==> src/rtl/snn_pkg.sv <==
// Shared definitions for the spike-rate decoder.
// Holds the FSM state encodings, default widths and the "no ISI" sentinel.
// No ports (package).
package snn_pkg;

  localparam int unsigned WIN_W_DEF = 8;
  localparam int unsigned CNT_W_DEF = 8;

  // Reported ISI when a window held fewer than two spikes.
  localparam logic [CNT_W_DEF-1:0] ISI_NONE_DEF = '1;

  // FSM states
  localparam logic [1:0] S_IDLE  = 2'd0;
  localparam logic [1:0] S_COUNT = 2'd1;
  localparam logic [1:0] S_HOLD  = 2'd2;

endpackage

==> src/rtl/isi_tracker.sv <==
// Minimum inter-spike interval tracker for one acquisition window.
// Ports:
//   clk     - rising-edge clock
//   rst     - synchronous active-high reset
//   clear   - start of a new window: forget previous spike, reset min_gap
//   spike   - spike qualified by the caller (only while counting)
//   min_gap - smallest gap so far INCLUDING this cycle's spike (next-state
//             view), so the caller can register a window that ends on a spike
module isi_tracker
  import snn_pkg::*;
#(
  parameter int unsigned CNT_W = CNT_W_DEF
) (
  input  logic             clk,
  input  logic             rst,
  input  logic             clear,
  input  logic             spike,
  output logic [CNT_W-1:0] min_gap
);

  localparam logic [CNT_W-1:0] GAP_MAX = '1;

  logic [CNT_W-1:0] gap_q, gap_d;
  logic [CNT_W-1:0] min_gap_q, min_gap_d;
  logic             has_prev_q, has_prev_d;

  // Gap counter restarts at 1 on a spike so back-to-back spikes measure 1.
  always_comb begin
    gap_d      = gap_q;
    min_gap_d  = min_gap_q;
    has_prev_d = has_prev_q;
    if (clear) begin
      gap_d      = '0;
      min_gap_d  = GAP_MAX;
      has_prev_d = 1'b0;
    end else if (spike) begin
      if (has_prev_q && (gap_q < min_gap_q)) begin
        min_gap_d = gap_q;
      end
      gap_d      = CNT_W'(1);
      has_prev_d = 1'b1;
    end else if (has_prev_q && (gap_q != GAP_MAX)) begin
      gap_d = gap_q + CNT_W'(1);
    end
  end

  always_ff @(posedge clk) begin
    if (rst) begin
      gap_q      <= '0;
      min_gap_q  <= GAP_MAX;
      has_prev_q <= 1'b0;
    end else begin
      gap_q      <= gap_d;
      min_gap_q  <= min_gap_d;
      has_prev_q <= has_prev_d;
    end
  end

  assign min_gap = min_gap_d;

endmodule

==> src/rtl/spike_rate_decoder.sv <==
// Spike-rate decoder: counts spikes over a programmable window and reports
// the count plus minimum inter-spike interval on a valid/ready port.
// Ports:
//   clk, rst            - clock, synchronous active-high reset
//   en                  - enable window acquisition
//   spike               - spike pulse from the LIF neuron
//   win_len             - window length in cycles, captured at window start
//   count_out, isi_min  - result of the last completed window
//   valid, ready        - result handshake
//   busy                - high while counting
//   overrun             - sticky: spike seen with en=1 while not counting
module spike_rate_decoder
  import snn_pkg::*;
#(
  parameter int unsigned WIN_W = WIN_W_DEF,
  parameter int unsigned CNT_W = CNT_W_DEF
) (
  input  logic             clk,
  input  logic             rst,
  input  logic             en,
  input  logic             spike,
  input  logic [WIN_W-1:0] win_len,
  output logic [CNT_W-1:0] count_out,
  output logic [CNT_W-1:0] isi_min,
  output logic             valid,
  input  logic             ready,
  output logic             busy,
  output logic             overrun
);

  localparam logic [CNT_W-1:0] CNT_MAX = '1;

  logic [1:0]       state_q, state_d;
  logic [WIN_W-1:0] cyc_q, cyc_d;
  logic [CNT_W-1:0] spk_cnt_q, spk_cnt_d, spk_cnt_inc;
  logic [CNT_W-1:0] count_out_q, count_out_d;
  logic [CNT_W-1:0] isi_min_q, isi_min_d;
  logic             valid_q, valid_d;
  logic             busy_q, busy_d;
  logic             overrun_q, overrun_d;

  logic             trk_clear;
  logic             trk_spike;
  logic [CNT_W-1:0] trk_min_gap;

  // Tracker only sees spikes that fall inside a window.
  assign trk_spike = spike & (state_q == S_COUNT);

  isi_tracker #(
    .CNT_W(CNT_W)
  ) u_isi_tracker (
    .clk    (clk),
    .rst    (rst),
    .clear  (trk_clear),
    .spike  (trk_spike),
    .min_gap(trk_min_gap)
  );

  // Saturating spike count including this cycle's spike.
  assign spk_cnt_inc = (spike && (spk_cnt_q != CNT_MAX)) ? spk_cnt_q + CNT_W'(1)
                                                         : spk_cnt_q;

  // Next-state and output logic
  always_comb begin
    state_d     = state_q;
    cyc_d       = cyc_q;
    spk_cnt_d   = spk_cnt_q;
    count_out_d = count_out_q;
    isi_min_d   = isi_min_q;
    valid_d     = valid_q;
    busy_d      = busy_q;
    overrun_d   = overrun_q | (spike & en & (state_q != S_COUNT));
    trk_clear   = 1'b0;

    case (state_q)
      S_IDLE: begin
        if (en && (win_len != '0)) begin
          cyc_d     = win_len;
          spk_cnt_d = '0;
          trk_clear = 1'b1;
          busy_d    = 1'b1;
          state_d   = S_COUNT;
        end
      end
      S_COUNT: begin
        if (!en) begin
          busy_d  = 1'b0;
          state_d = S_IDLE;
        end else begin
          spk_cnt_d = spk_cnt_inc;
          cyc_d     = cyc_q - WIN_W'(1);
          // Last window cycle: its spike is folded into the result.
          if (cyc_q == WIN_W'(1)) begin
            count_out_d = spk_cnt_inc;
            isi_min_d   = trk_min_gap;
            valid_d     = 1'b1;
            busy_d      = 1'b0;
            state_d     = S_HOLD;
          end
        end
      end
      S_HOLD: begin
        if (ready) begin
          valid_d = 1'b0;
          state_d = S_IDLE;
        end
      end
      default: begin
        valid_d = 1'b0;
        busy_d  = 1'b0;
        state_d = S_IDLE;
      end
    endcase
  end

  always_ff @(posedge clk) begin
    if (rst) begin
      state_q     <= S_IDLE;
      cyc_q       <= '0;
      spk_cnt_q   <= '0;
      count_out_q <= '0;
      isi_min_q   <= '1;
      valid_q     <= 1'b0;
      busy_q      <= 1'b0;
      overrun_q   <= 1'b0;
    end else begin
      state_q     <= state_d;
      cyc_q       <= cyc_d;
      spk_cnt_q   <= spk_cnt_d;
      count_out_q <= count_out_d;
      isi_min_q   <= isi_min_d;
      valid_q     <= valid_d;
      busy_q      <= busy_d;
      overrun_q   <= overrun_d;
    end
  end

  assign count_out = count_out_q;
  assign isi_min   = isi_min_q;
  assign valid     = valid_q;
  assign busy      = busy_q;
  assign overrun   = overrun_q;

endmodule

==> config.mk <==
export PLATFORM = sky130hd
export DESIGN_NAME = spike_rate_decoder
export DESIGN_NICKNAME = d
export VERILOG_FILES = /design/src/rtl/snn_pkg.sv /design/src/rtl/isi_tracker.sv /design/src/rtl/spike_rate_decoder.sv
export SDC_FILE = /design/constraint.sdc
export NUM_CORES = 1
export LEC_CHECK = 0
export ABC_AREA = 1
export BUFFER_PORTS_ARGS = -buffer_cell sky130_fd_sc_hd__buf_2
export CORE_MARGIN = 1
export CORE_UTILIZATION = 45
export DETAILED_ROUTE_END_ITERATION = 6
export PLACE_DENSITY = 0.61
export SYNTH_ARGS = -nofsm -noshare
export SYNTH_HDL_FRONTEND = slang
export SYNTH_HIERARCHICAL = 1
export SYNTH_SLANG_ARGS = --single-unit
==> constraint.sdc <==
create_clock -name clk -period 5.6 [get_ports clk]
set_clock_uncertainty 0.05 [all_clocks]
set_input_delay 0.56 -clock clk [delete_from_list [all_inputs] [get_ports clk]]
set_output_delay 0.56 -clock clk [all_outputs]
set_load 0.03 [all_outputs]
==> results of run 1 <==
[through the flow]
| step | setup WS (ns) | hold WS (ns) | total power [W] |
|---|---|---|---|
| finish | 3.24 | 0.428 | 0.000737 |
| global route | 2.97 | 0.459 | 0.000777 |
| CTS | 3.24 | 0.430 | 0.000748 |
| detailed placement | 2.92 | 0.401 | 0.000516 |
| global placement | 2.99 | 0.392 | 0.000515 |
| floorplan | 3.58 | 0.397 | 0.000492 |
[layout make-up]
class	instances	area (um2)	area share, %
multi-input combinational	326	1690	50.2
sequential	54	1080	32.2
inverter	58	245	7.30
timing repair buffer	31	155	4.62
tap	77	96.3	2.87
clock buffer	5	68.8	2.05
clock inverter	3	25.0	0.745
[cells in the final DEF (no fill, tap or decap), drive strengths merged]
master and count:
nand2 117, nor2 67, nand3 62, inv 58
dfxtp 54, buf 31, o21ai 26, a21oi 23
ha 11, nand4 7, clkbuf 5, nand3b 2
xor2 2, nor3 2, clkinv 2, and2 1
o21a 1, xnor2 1, and3 1, or2 1
a31oi 1, clkinvlp 1, a211oi 1
[per-layer routing]
metal | GRT usage [%] | vias up
li1 | - | 1490
met1 | 26.3 | 1256
met2 | 32.7 | 51
met3 | 3.60 | 7
met4 | 5.86 | 0
met5 | 0 | -
[flip-flops by register name, indices dropped and copies added (netlist names)]
signal                    count
isi_min                       8
u_isi_tracker/gap_q           8
u_isi_tracker/has_prev_q      1
u_isi_tracker/min_gap_q       8
cyc_q                         8
count_out                     8
state_q                       2
busy                          1
overrun                       1
valid                         1
spk_cnt_q                     8
[worst max-delay path, delay by kind of cell]
kind | cells | cell delay (ns)
and+or+nand+nor | 6 | 1.34
buffers and inverters | 4 | 0.50
AOI/OAI and AO/OA | 1 | 0.15
[report_power, final]
part	switching (W)	total [W]	internal (W)
Clock	0.000138	0.000229	0.0000906
Combinational	0.0000698	0.000102	0.0000321
Sequential	0.0000115	0.000406	0.000394
[path summary, 6_finish.rpt]
kind / end / slack [ns]
min reg2reg: isi_min[6]$_SDFFE_PP1P_ / 0.43
min: isi_min[6]$_SDFFE_PP1P_ / 0.43
max reg2reg: u_isi_tracker/gap_q[7]$_SDFFE_PP0P_ / 3.43
max: u_isi_tracker/gap_q[7]$_SDFFE_PP0P_ / 3.24
[kinds of logic (layout without fill, tap and decap cells)]
logic type	count (synthesis)	after routing	share of synthesized area, %
fa+ha+maj	11	11	4.46
compound gates	52	52	9.64
xor+xnor	3	3	0.851
flops	54	54	35.0
simple gates	260	260	39.7
buf+inv	68	97	10.4
==> results.md, run 1 <==
* Outcome: finished with violations
* Failing checks: design-rule violations
* CP Launch Point: win_len[1]
* Fmax at about 420 MHz
* Largest net degree at the start of global routing at 21
* Final non-filler cell total at roughly 550
* Synthesis-stage register bit count at between 50 and 60
* Drt first pass iters at 6
* Final nets at 500
* CP max stage cell: nor2_2
* Avg Cell Area, Syn at 6.89 um2
* Synth area leader: dfxtp_1
* Core area at ~6500 um2
* Final core occ at between 50% and 60%
* Post-synth net total at between 400 and 500
* Number of synthesis warnings at 6
* Post-synth cell types at 37
* Met2 routed WL at about 3.1 mm
* Row count at 29
* # IOs at 32
* Fill count at about 670
* CP startpoint kind: input pin
* CP max stage delay at around 0.4 ns
* Htree depth at 2
* Slew HR at between 50% and 60%
* Area after DPL at 3260 um2
* Post-CTS resize count at 0
* Syn Inst Count at around 450
* Worst flop-to-flop path startpoint: state_q[0]$_SDFFE_PP0P_
* Width of the die at 84.8 um
* Max-Cap Viols at 0
* Unrepaired setup endpoints after global routing: no
* Chip height at around 85 um
* First-iteration detailed-routing DRC count at between 150 and 200
* Clk root buf: clkbuf_8
* Post-synthesis sequential area ratio at roughly a third
* Clock transition at path regs at roughly 0.10 ns
* Area delta synth->final at 8.75%
* Fraction of registers with async set/reset at 0%
* Routed length per instance at approximately 12 um
* Grt ovf at 0
* Deepest clock path buffer count at 2
* Most common flop cell mapped by yosys: dfxtp_1
* Req. time, crit path at between 5 and 6 ns
* Kind of critical path: in -> reg
* Hold Fails Final Rpt at 0
* # diodes at 0
* Post-route ant nets at 0
* First-pass GRT wire length at around 11 mm
* Met3 wire len at about 290 um
* Gr usage total at about a fifth
* # clock sinks at 54
* Cts-stage hold buffer count at 0
* Clk_lat worst skew at between 0.3 and 0.4 ns
* Count leader, synth: nand2_1
* Die Area at between 7000 and 8000 um2
* Synth top area share at about a third
* Wirelength, routed at between 6 and 7 mm
* Hpwl dp at slightly below 5 mm
* Critical Path Sink Type: flip-flop
* Hold Path Origin: isi_min[6]$_SDFFE_PP1P_
* Mapped cell area at about 3000 um2
* Setup violations, final at 0
* WL met1 at about 3.3 mm
* Placer Congestion at roughly 0.9
* Uppermost layer routed: met4
* Clock tree from TritonCTS: built
* Setup TNS at 0 ns
* Vias per cell at slightly above 5
* Worst Path Arrival at approximately 2.6 ns
* Fraction of layout cells with a size suffix above 1 at between 10% and 20%
* Min cycle time layout at between 2 and 2.5 ns
* Critical Path Fanout Max at 11
* Tcrit/Tclk final at between 40 and 50%
* Initial Utilization at a little under half
* Leakage at roughly 1.6 nW
* CTS buffer count at 5
* Drc violations at 2
* PwrDens at 219 nW/um2
* Vias in the first global route at 2,527
* Worst slew pin tran at around 0.67 ns
* Hold Crit Class: reg -> reg
* Antenna violations before repair at 0
* Placed Cells at between 500 and 600
* Hold Path Depth at 2
* Vias at ~2,800
* CP cell instances: buf_2, nor2_1, and2_1, nand2_1, nand3_1, inv_1, nor2_2, inv_1, nor2_1, inv_1, a21oi_1
* Commonest cells in the netlist: 104 x nand2_1, 60 x nand3_1, 59 x nor2_1
* Final Cell Area at about 3400 um2
* Post-CTS setup buffer count at 0
* Port buffer count at 31
* Peak supply drop at roughly 150 uV
* Final-report max-slew violation count at 0
* Synth top area cells: dfxtp_1 35%, nand2_1 13%, nand3_1 9.7%, nor2_1 7.2%, inv_1 6.6%
* Cell mode on critical path: inv_1
* Number of flops mapped to enable cells by yosys at 0
* Reg2Reg Depth at 8
Power figures use the tool's default switching activity.
==> run 2: changes to the inputs <==
Settings changed: ABC_AREA 1 to 0, PLACE_DENSITY 0.61 to 0.63.
Clock period 5.6 ns to 1.95 ns, I/O delays scaled along.
==> run 2 against run 1 <==
  * The run ends with negative setup slack left
  * Wire length fell by 0.68%
  * Via count fell by 5.7%
  * Non-clock buffer count rose by 42
  * Flip-flop and latch count did not move
  * Critical path depth fell by 2
  * Sequential power rose to 2.8 times the previous value
  * Area after synthesis fell by 7.5%
  * Largest power group unchanged
==> results.md, run 2 <==
* Max-Cap Viols at 0 (unchanged)
* FF/Latch Area at 1090 um2 (+0.58%)
* Reg-to-reg setup timing slack at -0.02 ns (-3.45 ns)
* Final-report max-slew violation count at 0 (unchanged)
* Post-synthesis mux area share at 1.05% (+1.1 points)
* Clock tree from TritonCTS: built
* Total power at 0.00209 W (+180%)
* Failing checks: negative setup slack
* Row count at 28 (-3.4%)
* Adder-cell area share of the yosys netlist at 4.82% (+0.36 points)
* Post-route ant nets at 0 (unchanged)
* Wirelength, routed at 6.73 mm (-0.68%)
* Kind of critical path: reg -> reg
* Reg2Reg Depth at 9 (+1)
* Clk root buf: clkbuf_8
* Critical Path Fanout Max at 8 (-3)
* Deepest clock path buffer count at 2 (unchanged)
* Chip height at 81.7 um (-3.8%)
* Port buffer count at 31 (unchanged)
* Hpwl dp at 4.97 mm (+1.1%)
* PwrDens at 603 nW/um2 (+180%)
* Hold Crit Class: in -> reg
* Avg Cell Area, Syn at 8.40 um2 (+22%)
* Count leader, synth: dfxtp_1
* CP startpoint kind: flip-flop
* Commonest cells in the netlist: 54 x dfxtp_1, 40 x nand2_1, 29 x a21oi_1
* Mapped cell area at 2860 um2 (-7.5%)
* CTS buffer count at 5 (unchanged)
* Req. time, crit path at 2.12 ns (-3.67 ns)
* Vias at 2,644 (-5.7%)
* Pre-CTS WS at -0.198 ns (-3.12 ns)
* Number of synthesis warnings at 6 (unchanged)
* First-pass GRT wire length at 11.2 mm (-1.9%)
* Routed length per instance at 14.1 um (+16%)
* Final nets at 424 (-15%)
* Placer Congestion at 0.811 (-8.1%)
* Worst slew pin tran at 0.439 ns (-0.228 ns)
* Gr usage total at 21.7% (+1.9 points)
* First-iteration detailed-routing DRC count at 103 (-39%)
* # clock sinks at 54 (unchanged)
* Post-CTS setup buffer count at 0 (unchanged)
* Most common flop cell mapped by yosys: dfxtp_1
* # IOs at 32 (unchanged)
* Met1 Use GR at 32.1% (+5.8 points)
* Most Crowded Layer GR: met1
* Vias in the first global route at 2,349 (-7.0%)
* Outcome: finished with violations
* Post-Synth XOR/XNOR Area at 1.53% (+0.68 points)
* Grt ovf at 0 (unchanged)
* Post-synth net total at 364 (-23%)
* Synth top area share at 37.9% (+2.9 points)
* Number of flops mapped to enable cells by yosys at 0 (unchanged)
* Antenna violations before repair at 0 (unchanged)
* Final non-filler cell total at 476 (-14%)
* Critical Path Sink Type: flip-flop
* Peak supply drop at 296 uV (+100%)
* Leakage at 1.44 nW (-13%)
* Core area at 6030 um2 (-7.2%)
* # diodes at 0 (unchanged)
* Worst Path Arrival at 2.14 ns (-0.42 ns)
* Min cycle time layout at around 2.0 ns
* Tcrit/Tclk final at 101%
* Fraction of registers with async set/reset at 0% (unchanged)
* Fill count at 581 (-13%)
* Worst flop-to-flop path startpoint: u_isi_tracker/min_gap_q[3]$_SDFF_PP1_
* Hold Fails Final Rpt at 0 (unchanged)
* Setup violations, final at 6 (+6)
* Die Area at 6670 um2 (-7.4%)
* Most frequent cells in the layout: 51 x dfxtp_1, 41 x buf_4, 40 x nand2_1
* Hold Path Depth at 4 (+2)
* Drc violations at 0 (-2)
* Synth Area in Compound Gates at 24.0% (+14 points)
* Unrepaired setup endpoints after global routing: yes
* Largest net degree at the start of global routing at 20 (-4.8%)
* Fraction of layout cells with a size suffix above 1 at 23.7% (+8.2 points)
* Post-synth cell types at 50 (+35%)
* Hold Path End: state_q[1]$_SDFFE_PP0P_
* Vias per cell at 5.55 (+9.7%)
* Final core occ at 57.4% (+5.7 points)
* Clock transition at path regs at 0.11 ns (about the same)
* Worst reg2reg path endpoint: isi_min[7]$_SDFFE_PP1P_
* Largest family of logic cells by synthesized area: simple AND/OR/NAND/NOR gates
* GR Layer Usage met2 at 31.3% (-1.3 points)
* Setup ws final at -0.0164 ns (-3.25 ns)
* Placed Cells at 468 (-14%)
* Initial Utilization at 47.4% (-0.16 points)
* Clk_lat worst skew at 0.32 ns (about the same)
* Synthesis-stage register bit count at 54 (unchanged)
* Hold Path Origin: ready
* Post-synthesis simple-gate area fraction at 25.3% (-14 points)
* Drt first pass iters at 7 (+1)
* Htree depth at 2 (unchanged)
* Met3 usage at 4.00% (+0.40 points)
* Width of the die at 81.7 um (-3.8%)
* Post-synthesis sequential area ratio at 37.9% (+2.9 points)
* Multi-input logic area at 1640 um2 (-2.6%)
* Fmax at roughly 510 MHz
* Syn Inst Count at 340 (-24%)
* Area delta synth->final at 21.1%
* Commonest non-fill, non-tap cell in the layout: dfxtp_1
* Slew HR at 70.7% (+15 points)
* Synth area leader: dfxtp_1
* Synth top area cells: dfxtp_1 38%, nand2_1 5.3%, a21oi_1 5.1%, o22a_1 4.9%, ha_1 4.8%
==> run 2: changes by cell type after synthesis, moves of 7 or more <==
cell,previous run,this run
o211ai_1,0,8
nand3_1,60,25
nand2_1,104,40
o21ai_1,9,2
nand2_2,7,0
nor2_1,59,20
a21oi_1,19,29
inv_1,54,13
clkbuf_1,2,14
o22a_1,0,16
==> run 2: kinds of logic (layout without fill, tap and decap cells) <==
logic type | Yosys count | in the layout
AOI/OAI and AO/OA | 97 | 97
xor gates and xnor gates | 5 | 5
adders and majority gates | 11 | 11
buffers and inverters | 34 | 95
DFF | 54 | 54
muxes | 3 | 3
and+or+nand+nor | 136 | 136
==> run 2: worst max path at each step <==
stage | depth (start not counted) | slack [ns] | from | endpoint
after floorplan | 10 | -0.004 | u_isi_tracker/min_gap_q[3]$_SDFF_PP1_ | isi_min[3]$_SDFFE_PP1P_
after global placement | 7 | -0.19 | win_len[6] | isi_min[0]$_SDFFE_PP1P_
after detailed placement | 7 | -0.20 | win_len[6] | isi_min[4]$_SDFFE_PP1P_
final | 9 | -0.02 | u_isi_tracker/min_gap_q[3]$_SDFF_PP1_ | isi_min[7]$_SDFFE_PP1P_
after CTS | 9 | -0.01 | u_isi_tracker/min_gap_q[3]$_SDFF_PP1_ | isi_min[4]$_SDFFE_PP1P_
after global routing | 9 | -0.12 | u_isi_tracker/min_gap_q[3]$_SDFF_PP1_ | isi_min[6]$_SDFFE_PP1P_
==> run 2: final cells by class <==
| class | instances | area share (%) |
|---|---|---|
| Clock buffer | 5 | 1.99 |
| Clock inverter | 3 | 0.832 |
| Inverter | 14 | 1.52 |
| Multi-Input combinational cell | 252 | 47.5 |
| Sequential cell | 54 | 31.5 |
| Tap cell | 75 | 2.71 |
| Timing Repair Buffer | 73 | 14.0 |
==> run 2: what timing repair did <==
item | CTS | global route
hold buffers | 0 | 0
endpoints found under the setup margin | 8 | 10
pin swaps | 2 | 4
gates resized for setup | 1 | 2
==> run 2: worst max-delay path, cell delays in order, from the launching register on <==
cell and delay [ns]:
dfxtp_2 0.37, inv_2 0.05, ha_4 0.24, a211oi_2 0.17, nand2_1 0.09, o21a_1 0.20, or3_4 0.38, o22a_1 0.20
nand2_1 0.05, nand3_1 0.06
==> run 2: per-stage QoR <==
step / cell area, um2 / hold slack, ns / TNS [ns]
after floorplan: 2880 / 0.302 / -0.0312
after global placement: 3350 / 0.386 / -2.31
after detailed placement: 3350 / 0.391 / -2.34
after CTS: 3450 / 0.109 / -0.0157
after global routing: 3460 / 0.138 / -0.778
final: 3460 / 0.119 / -0.0678
==> run 2: routing by layer <==
metal | up-vias | share of wire, %
met3 | 6 | 4.7
li1 | 1375 | -
met4 | 0 | 0.95
met2 | 57 | 42
met5 | - | 0
met1 | 1206 | 53
==> run 2: power breakdown <==
part	total (W)	switching [W]	internal (W)
Sequential	0.00115	0.0000238	0.00112
Clock	0.000687	0.000417	0.000270
Combinational	0.000252	0.000141	0.000111
Total	0.00209	0.000582	0.00150
